**src/rtl/car_scan_controller.sv**
```systemverilog
// Single-car SCAN elevator controller: latches hall/car calls, tracks position, runs the door.
// Latency: a call latched at edge n is acted on at edge n+1; floor moves take TRAVEL_CYCLES edges.
// Backpressure: none; calls are level/pulse requests absorbed into pending bits, door_block holds the door.
module car_scan_controller #(
    parameter int NUM_FLOORS    = 8,
    parameter int FLOOR_W       = $clog2(NUM_FLOORS),
    parameter int DOOR_CYCLES   = 4,
    parameter int TRAVEL_CYCLES = 3
) (
    input  logic                    clk,
    input  logic                    rst,
    input  logic [NUM_FLOORS-1:0]   up_call,
    input  logic [NUM_FLOORS-1:0]   down_call,
    input  logic [NUM_FLOORS-1:0]   car_call,
    input  logic                    door_closed,
    input  logic                    door_block,
    output logic                    up,
    output logic                    down,
    output logic                    stop,
    output logic                    door_open,
    output logic [FLOOR_W-1:0]      current_floor,
    output logic                    dir,
    output logic [3*NUM_FLOORS-1:0] pending
);

    localparam int DCW = (DOOR_CYCLES > 1) ? $clog2(DOOR_CYCLES) : 1;
    localparam int TCW = (TRAVEL_CYCLES > 1) ? $clog2(TRAVEL_CYCLES) : 1;
    localparam logic [DCW-1:0] DOOR_LAST   = DCW'(DOOR_CYCLES - 1);
    localparam logic [TCW-1:0] TRAVEL_LAST = TCW'(TRAVEL_CYCLES - 1);

    // No up call exists at the top floor and no down call at the bottom floor.
    localparam logic [NUM_FLOORS-1:0] UP_MASK = {1'b0, {(NUM_FLOORS-1){1'b1}}};
    localparam logic [NUM_FLOORS-1:0] DN_MASK = {{(NUM_FLOORS-1){1'b1}}, 1'b0};

    localparam logic [2:0] ST_IDLE       = 3'd0;
    localparam logic [2:0] ST_MOVE_UP    = 3'd1;
    localparam logic [2:0] ST_MOVE_DN    = 3'd2;
    localparam logic [2:0] ST_DOOR_OPEN  = 3'd3;
    localparam logic [2:0] ST_DOOR_CLOSE = 3'd4;

    logic [2:0]            state_q, state_d;
    logic [FLOOR_W-1:0]    floor_q, floor_d;
    logic                  dir_q, dir_d;
    logic [NUM_FLOORS-1:0] up_pend_q, up_pend_d;
    logic [NUM_FLOORS-1:0] dn_pend_q, dn_pend_d;
    logic [NUM_FLOORS-1:0] car_pend_q, car_pend_d;
    logic [DCW-1:0]        dwell_q, dwell_d;
    logic [TCW-1:0]        travel_q, travel_d;

    logic [NUM_FLOORS-1:0] up_req, dn_req, floor_oh_q, suppress;
    logic [NUM_FLOORS-1:0] up_set, dn_set, car_set;
    logic                  in_door, same_floor_call;

    logic [NUM_FLOORS-1:0] all_pend, floor_oh_d;
    logic [NUM_FLOORS-1:0] with_clr, against_clr, up_clr, dn_clr, car_clr;
    logic                  arrive, above, below;
    logic                  here_car, here_up, here_dn, here_with, here_against, beyond;
    logic                  open_entry, serve_idle, flip;

    // Condition incoming calls: mask impossible hall calls, divert same-floor calls at an open door into a dwell restart.
    always_comb begin
        up_req          = up_call & UP_MASK;
        dn_req          = down_call & DN_MASK;
        in_door         = (state_q == ST_DOOR_OPEN) || (state_q == ST_DOOR_CLOSE);
        floor_oh_q      = NUM_FLOORS'(1) << floor_q;
        same_floor_call = in_door && ((up_req | dn_req | car_call) & floor_oh_q) != '0;
        suppress        = in_door ? floor_oh_q : '0;
        up_set          = up_req & ~suppress;
        dn_set          = dn_req & ~suppress;
        car_set         = car_call & ~suppress;
    end

    // Next-state: position/travel, SCAN decisions, door dwell, and service clearing on door-open entry.
    always_comb begin
        state_d    = state_q;
        floor_d    = floor_q;
        dir_d      = dir_q;
        dwell_d    = dwell_q;
        travel_d   = travel_q;
        arrive     = 1'b0;
        open_entry = 1'b0;
        serve_idle = 1'b0;
        all_pend   = up_pend_q | dn_pend_q | car_pend_q;

        if ((state_q == ST_MOVE_UP) || (state_q == ST_MOVE_DN)) begin
            if (travel_q == TRAVEL_LAST) begin
                travel_d = '0;
                arrive   = 1'b1;
                floor_d  = (state_q == ST_MOVE_UP) ? floor_q + 1'b1 : floor_q - 1'b1;
            end else begin
                travel_d = travel_q + 1'b1;
            end
        end

        // Everything below is judged at the floor the car occupies after this edge.
        above = 1'b0;
        below = 1'b0;
        for (int i = 0; i < NUM_FLOORS; i++) begin
            if (FLOOR_W'(i) > floor_d) above = above | all_pend[i];
            if (FLOOR_W'(i) < floor_d) below = below | all_pend[i];
        end
        here_car     = car_pend_q[floor_d];
        here_up      = up_pend_q[floor_d];
        here_dn      = dn_pend_q[floor_d];
        here_with    = dir_q ? here_dn : here_up;
        here_against = dir_q ? here_up : here_dn;
        beyond       = dir_q ? below : above;

        case (state_q)
            ST_IDLE: begin
                if (here_car || here_up || here_dn) begin
                    state_d    = ST_DOOR_OPEN;
                    open_entry = 1'b1;
                    serve_idle = 1'b1;
                end else if (above && (!dir_q || !below)) begin
                    state_d = ST_MOVE_UP;
                    dir_d   = 1'b0;
                end else if (below) begin
                    state_d = ST_MOVE_DN;
                    dir_d   = 1'b1;
                end
            end
            ST_MOVE_UP, ST_MOVE_DN: begin
                if (arrive) begin
                    if (here_car || here_with || (here_against && !beyond)) begin
                        state_d    = ST_DOOR_OPEN;
                        open_entry = 1'b1;
                    end else if (!beyond) begin
                        // Nothing left to travel toward; park rather than run off the shaft.
                        state_d = ST_IDLE;
                    end
                end
            end
            ST_DOOR_OPEN: begin
                if (door_block || same_floor_call) begin
                    dwell_d = '0;
                end else if (dwell_q == DOOR_LAST) begin
                    dwell_d = '0;
                    state_d = ST_DOOR_CLOSE;
                end else begin
                    dwell_d = dwell_q + 1'b1;
                end
            end
            ST_DOOR_CLOSE: begin
                if (door_block || same_floor_call) begin
                    dwell_d = '0;
                    state_d = ST_DOOR_OPEN;
                end else if (door_closed) begin
                    state_d = ST_IDLE;
                end
            end
            default: begin
                state_d = ST_IDLE;
            end
        endcase

        // Serving the opposite hall call turns the car around. From IDLE it also does so when that is
        // the only hall call here, otherwise the stranded call would reopen the door forever.
        flip        = open_entry && here_against && (!beyond || (serve_idle && !here_with));
        floor_oh_d  = NUM_FLOORS'(1) << floor_d;
        car_clr     = open_entry ? floor_oh_d : '0;
        with_clr    = open_entry ? floor_oh_d : '0;
        against_clr = (open_entry && (!beyond || flip)) ? floor_oh_d : '0;
        up_clr      = dir_q ? against_clr : with_clr;
        dn_clr      = dir_q ? with_clr : against_clr;
        if (flip) dir_d = ~dir_q;
        if (open_entry) dwell_d = '0;

        // Clear wins over a same-cycle set.
        up_pend_d  = (up_pend_q | up_set) & ~up_clr;
        dn_pend_d  = (dn_pend_q | dn_set) & ~dn_clr;
        car_pend_d = (car_pend_q | car_set) & ~car_clr;
    end

    // State registers with synchronous reset to floor 0, no calls.
    always_ff @(posedge clk) begin
        if (rst) begin
            state_q    <= ST_IDLE;
            floor_q    <= '0;
            dir_q      <= 1'b0;
            up_pend_q  <= '0;
            dn_pend_q  <= '0;
            car_pend_q <= '0;
            dwell_q    <= '0;
            travel_q   <= '0;
        end else begin
            state_q    <= state_d;
            floor_q    <= floor_d;
            dir_q      <= dir_d;
            up_pend_q  <= up_pend_d;
            dn_pend_q  <= dn_pend_d;
            car_pend_q <= car_pend_d;
            dwell_q    <= dwell_d;
            travel_q   <= travel_d;
        end
    end

    assign up            = (state_q == ST_MOVE_UP);
    assign down          = (state_q == ST_MOVE_DN);
    assign stop          = !(up || down);
    assign door_open     = (state_q == ST_DOOR_OPEN);
    assign current_floor = floor_q;
    assign dir           = dir_q;
    assign pending       = {car_pend_q, dn_pend_q, up_pend_q};

endmodule

```
**config.mk**
```make
export PLATFORM = sky130hd
export DESIGN_NAME = car_scan_controller
export DESIGN_NICKNAME = d
export VERILOG_FILES = /design/src/rtl/car_scan_controller.sv
export SDC_FILE = /design/constraint.sdc
export NUM_CORES = 1
export LEC_CHECK = 0
export CAP_MARGIN = 30
export CORE_ASPECT_RATIO = 1.1
export CORE_MARGIN = 5
export CORE_UTILIZATION = 51
export CTS_CLUSTER_DIAMETER = 40
export DETAILED_ROUTE_END_ITERATION = 7
export PLACE_DENSITY = 0.81
export SLEW_MARGIN = 30
export SYNTH_ARGS = -nofsm -noshare
export SYNTH_HDL_FRONTEND = slang
export SYNTH_SLANG_ARGS = --single-unit
```
**constraint.sdc**
```tcl
create_clock -name clk -period 4.5 [get_ports clk]
set_clock_uncertainty 0.2 [all_clocks]
set_input_delay 1.125 -clock clk [delete_from_list [all_inputs] [get_ports clk]]
set_output_delay 1.125 -clock clk [all_outputs]
set_load 0.01 [all_outputs]
```
* Word-level counts from Yosys, hierarchy flattened
Index checks and enable logic that the tools add are counted.
** Cells by class
- $add $sub $neg :: 4
- Multipliers :: 0
- Div/mod/pow operators :: 0
- $lt $le $gt $ge :: 17
- Eq/ne operators :: 14
- Shifts and indexed selects :: 2
- Multiplexer cells :: 61
- Bitwise logic cells :: 33
- Reduce and logical (&&, ||, !) cells :: 32
** Operators with widths (count)
- AND 8 bit :: 6
- OR 8 bit :: 6
- two-way mux 8 bit :: 5
- two-way mux 3 bit :: 13
- two-way mux 1 bit :: 33
- NOT 8 bit :: 4
- left shift 1 x 3 -> 8 bit, first input constant :: 2
- OR 1 bit :: 14
- > comparator 3 bit, first input constant :: 4
- < comparator 3 bit, first input constant :: 4
- case mux 3 bit (4 select lines) :: 1
- logical OR 1 bit :: 10
- binary-select mux 1 bit (select 3 bit) :: 3
- AND 7 x 8 -> 8 bit :: 1
- two-way mux 2 bit :: 4
- OR 7 x 8 -> 8 bit :: 1
- nonzero test 8 bit :: 1
- logical AND 1 bit :: 7
- == test 3 x 2 -> 1 bit, second input constant :: 2
- > comparator 1 x 3 -> 1 bit, first input constant :: 2
- > comparator 2 x 3 -> 1 bit, first input constant :: 2
- < comparator 1 x 3 -> 1 bit, first input constant :: 2
- < comparator 2 x 3 -> 1 bit, first input constant :: 2
- inequality test 2 bit, second input constant :: 3
- 22 further kinds :: 31
** Word-level totals
- Register bits :: 35
- Bits in latches :: 0
- Bits in writable memories :: 0
- Bits in read-only memories :: 0
- Output and inout port bits :: 32
- Memories :: 0

* Depth between registers and ports, before layout
- Depth after elaboration :: 35
- Gate-level depth with buffers :: 16

* Least setup slack after synthesis
No wires, ideal clock.
- Path kind :: register to register
- From :: reg state_q[0]
- To :: reg up_pend_q[7]
- Library setup time :: 0.088 ns
- Arrival :: 3.907 ns
- Data required time :: 4.212 ns
- Slack :: 0.305 ns
- Stages on the path, launching flop included :: 15
- Cells stage by stage :: dfxtp_1 -> buf_4 -> nor3b_1 -> inv_1 -> fa_1 -> clkbuf_1 -> nor2_1 -> a22o_2 -> a221o_1 -> o22a_1 -> buf_6 -> o31a_1 -> a31o_4 -> a21boi_4 -> a311oi_2
** On the way
- Word-level cells in the longest chain between the ends :: 35
- Elaborated cells on any way between the ends :: 95
- Classes of those cells :: order compare: 16; eq/ne: 4; shift: 1; mux: 38; bitwise: 19; reduce/logical: 17
** RTL lines
- start: declaration :: line 41 : logic [2:0] state_q, state_d;
- start signal: assignment :: line 187 : state_q <= state_d;
- == test 3 x 1 -> 1 bit *
- net up :: line 17 : output logic up,
- two-way mux 3 bit :: line 89 : floor_d = (state_q == ST_MOVE_UP) ? floor_q + 1'b1 : floor_q - 1'b1;
- two-way mux 3 bit :: line 86 : if (travel_q == TRAVEL_LAST) begin
- two-way mux 3 bit :: line 85 : if ((state_q == ST_MOVE_UP) || (state_q == ST_MOVE_DN)) begin
- > comparator 1 x 3 -> 1 bit or < comparator 1 x 3 -> 1 bit (tied branches) :: line 99, 100
- two-way mux 1 bit (on tied branches) :: line 99, 100
- OR 1 bit (on tied branches) :: line 99, 100
- [19 not listed]
- case mux 1 bit (2 select lines) :: line 109 : case (state_q)
- logical AND 1 bit (2 in series) :: line 159 : flip = open_entry && here_against && (!beyond || (serve_idle && !here_with));
- logical OR 1 bit :: line 163 : against_clr = (open_entry && (!beyond || flip)) ? floor_oh_d : '0;
- logical AND 1 bit :: line 163
- two-way mux 8 bit :: line 163
- two-way mux 8 bit * :: line 164 : up_clr = dir_q ? against_clr : with_clr;
- NOT 8 bit * :: line 170 : up_pend_d = (up_pend_q | up_set) & ~up_clr;
- AND 8 bit * :: line 170
- end signal: assignment :: line 190 : up_pend_q <= up_pend_d;
- end: declaration :: line 44 : logic [NUM_FLOORS-1:0] up_pend_q, up_pend_d;
The timed path passes the listed nets; every way through them passes the cells marked *. The select of a mux whose other input is x is not followed.
A chain may end at the register's enable or synchronous reset.

* Final worst setup path
- From :: reg state_q[0]
- To :: reg up_pend_q[1]
** On the way
- Word-level cells in the longest chain between the ends :: 35
- Elaborated cells on any way between the ends :: 95
- Classes of those cells :: order compare: 16; eq/ne: 4; shift: 1; mux: 38; bitwise: 19; reduce/logical: 17
** RTL lines (line)
- == test 3 x 1 -> 1 bit :: 85, 89, 109
- two-way mux 3 bit :: 89
- two-way mux 3 bit :: 86
- two-way mux 3 bit :: 85
- > comparator 1 x 3 -> 1 bit or < comparator 1 x 3 -> 1 bit (tied branches) :: 99, 100
- two-way mux 1 bit (on tied branches) :: 99, 100
- OR 1 bit (on tied branches) :: 99, 100
- two-way mux 1 bit (on tied branches) :: 99, 100
- [18 not listed]
- case mux 1 bit (2 select lines) :: 109
- logical AND 1 bit (2 in series) :: 159
- logical OR 1 bit :: 163
- logical AND 1 bit :: 163
- two-way mux 8 bit :: 163
- two-way mux 8 bit :: 164
- NOT 8 bit :: 170
- AND 8 bit * :: 170
Every way passes the cells marked *; elsewhere a longest branch is shown, timed or not. The select of a mux whose other input is x is not followed.

==> impl_metrics.tcl <==
set metrics [dict create \
    status "finished clean" \
    vias 2969 \
    path_class "register to register" \
    worst_setup_path_end_kind "register" \
    synthesis.area_um2 2599 \
    drcViolationCount 0 \
    max_stage_delay_ps 740 \
    cts_tree "yes" \
    routabilityCongestion 0.9319 \
    hold_class "register to register" \
    critPathLaunchType "register" \
    path_max_fanout 14 \
    ys_top_cells_by_area "dfxtp_1 27%, a21oi_1 7.1%, nor3_1 5.6%, a211oi_1 3.8%, nor2_1 3.6%" \
    die_y_um 84.87 \
    ys_seq_area_share_pct 26.96 \
    most-common-layout-cells "57 x clkdlybuf4s50_1, 37 x a21oi_1, 35 x dfxtp_1" \
    dieArea_um2 6625 \
    drive_gt1_share_pct 12.53 \
    vias_per_cell 6.732 \
    synth_edf_count 0 \
    place.detailed.hpwl_mm 6.368 \
    tightest_slew_ps 751.1 \
    path_buf_inv 1 \
    cp_top_family "compound AO/OA/AOI/OAI gates" \
    path_clk_slew_ps 80 \
    mostFrequentLayoutCell "clkdlybuf4s50_1" \
    start_util_pct 52.33 \
    final_area_um2 3306 \
    fin_crit_ps 4117 \
    maxCapViolCount 0 \
    antenna_found_initial 0 \
    first_iter_violations 327 \
    synth.distinct_cells 72 \
    synth_largest_area_cell "dfxtp_1" \
    ant_nets 0 \
    yosysWarnings 0 \
    hold_viol 0 \
    syn_inst 326 \
    cts_made_buffers 5 \
    placed_area_um2 3214 \
    port_buffers 57 \
    slowest_stage "fa_2" \
    syn-num-nets 356 \
    period_share_pct 91.49 \
    drtPass1Iterations 5 \
    wire_per_inst_um 19.11 \
    worst-path-stages 12 \
    grt_pass1_vias 2747 \
    power_density_nw_per_um2 456.8 \
    grt_max_degree 24 \
    ctsHoldBuffers 0 \
    grt-ovfl-total 0 \
    rsz0062_at_grt "no" \
    cts_root_buf "clkbuf_8" \
    insertion_delay_ps 290 \
    crit_arrival_ps 4130 \
    post-place-ws_ps 329.9 \
    finalSetupViolations 0 \
    vdd_ir_drop_max_uv 354.8 \
    track_usage_pct 25.50 \
    rr_worst_depth 12 \
    syn_avg_cell_area_um2 7.972 \
    numClockSinks 35 \
    slew_headroom_pct 49.77 \
    synth_top_area_share_pct 26.96 \
    antenna_cells 0 \
    yosys_most_used_dff "dfxtp_1" \
    hold_depth 2 \
    cts_max_path_buffers 2 \
    cp_cell_sequence "nor3b_1 -> inv_1 -> fa_2 -> mux2_2 -> nand4_1 -> o31ai_1 -> a2111oi_2 -> nor2_1 -> o31a_1 -> a31o_4 -> a21boi_4 -> a311oi_2" \
    final_nets 412 \
    num_io_pins 60 \
    fin_setup_tns_ps 0 \
    htree_levels 2 \
    setup_slack_ps 382.9 \
    syn_to_final_growth_pct 27.20 \
    synthArstFlopShare_pct 0 \
    p_total_mw 1.510 \
    leakage_nw 1.093 \
    drv_slew 0 \
    design.core.area_um2 4966 \
    grt_pass1_wl_mm 13.93 \
    wl_mm 8.428 \
    num_rows 27 \
    synth_seq_cells 35 \
    cp.required_ps 4510 \
    max_freq_mhz 242.9 \
    die_w_um 78.06 \
]
## cell families (layout without fill, tap and decap cells)
group / Yosys count / count (layout) / share of synthesized area [%]
simple gates: 127 / 127 / 25.04
buf+inv: 25 / 82 / 5.247
xor+xnor: 4 / 4 / 1.637
fa+ha+maj: 2 / 2 / 1.252
compound gates: 122 / 122 / 34.86
mux: 11 / 11 / 5.007
flops: 35 / 35 / 26.96
## cells in the mapped netlist (all sizes together), types with 2 or more instances
master and n:
o2111ai 3, a31o 2, o211ai 3, nor2 26
or3 2, mux2 6, inv 4, o21ai 14
a21boi 4, buf 11, a221o 2, mux2i 4
nand2b 2, xnor2 2, nor4 3, nand3 10
and2 4, clkbuf 9, nor3b 5, and3 3
nor2b 5, nand4 9, nor3 29, dfxtp 35
a21oi 37, a2111oi 3, nand2 22, xor2 2
a31oi 7, a311oi 9, a21o 3, a211o 3
o31a 2, a211oi 14, or2 3, o31ai 3
## path summary, 6_finish.rpt
check	slack [ps]	end	startpoint
worst min register to register	290	up_pend_q[7]	up_pend_q[7]
worst min-delay path	290	up_pend_q[7]	up_pend_q[7]
worst max register to register	380	up_pend_q[1]	state_q[0]
worst max-delay path	380	up_pend_q[1]	state_q[0]
## report_power, final
group	internal [mW]	switching [mW]
Sequential	0.352	0.0487
Combinational	0.356	0.525
Clock	0.108	0.121
## layer usage
metal	share of wire (%)	vias to the layer above	global-route usage (%)
met5	0	-	0
met4	2.0	0	7.834
met3	9.2	16	4.883
met2	46	162	39.01
met1	43	1394	36.11
li1	-	1397	-
## worst register-to-register path, stage by stage (launching register included)
cell,delay (ps)
dfxtp_1,330
nor3b_1,330
inv_1,120
fa_2,740
mux2_2,370
nand4_1,80
o31ai_1,130
a2111oi_2,420
nor2_1,200
o31a_1,340
a31o_4,290
a21boi_4,210
a311oi_2,290
## state kept, by name, indices dropped and copies added, names as in the netlist
register	cells
up_pend_q	8
car_pend_q	8
dir	1
current_floor	3
dwell_q	2
state_q	3
dn_pend_q	8
travel_q	2
## per-stage QoR
step	instances	utilization (%)	hold slack [ps]
after floorplan	326	-	268.8
after global placement	433	64.73	276.9
after detailed placement	433	64.73	285.3
after CTS	441	66.52	296.1
after global routing	441	66.57	310.4
final	441	66.57	293.2
## repair_timing
item	CTS	global route
gates resized for setup	0	1
endpoints found under the setup margin	0	1
setup buffers	0	0
## cell type report
class | instances | area, um^2
multi-input combinational | 266 | 1764
fill | 436 | 1660
sequential | 35 | 700.7
timing repair buffer | 69 | 660.6
tap | 58 | 72.57
clock buffer | 5 | 68.82
clock inverter | 3 | 20.02
inverter | 5 | 18.77
Power figures use the tool's default switching activity.
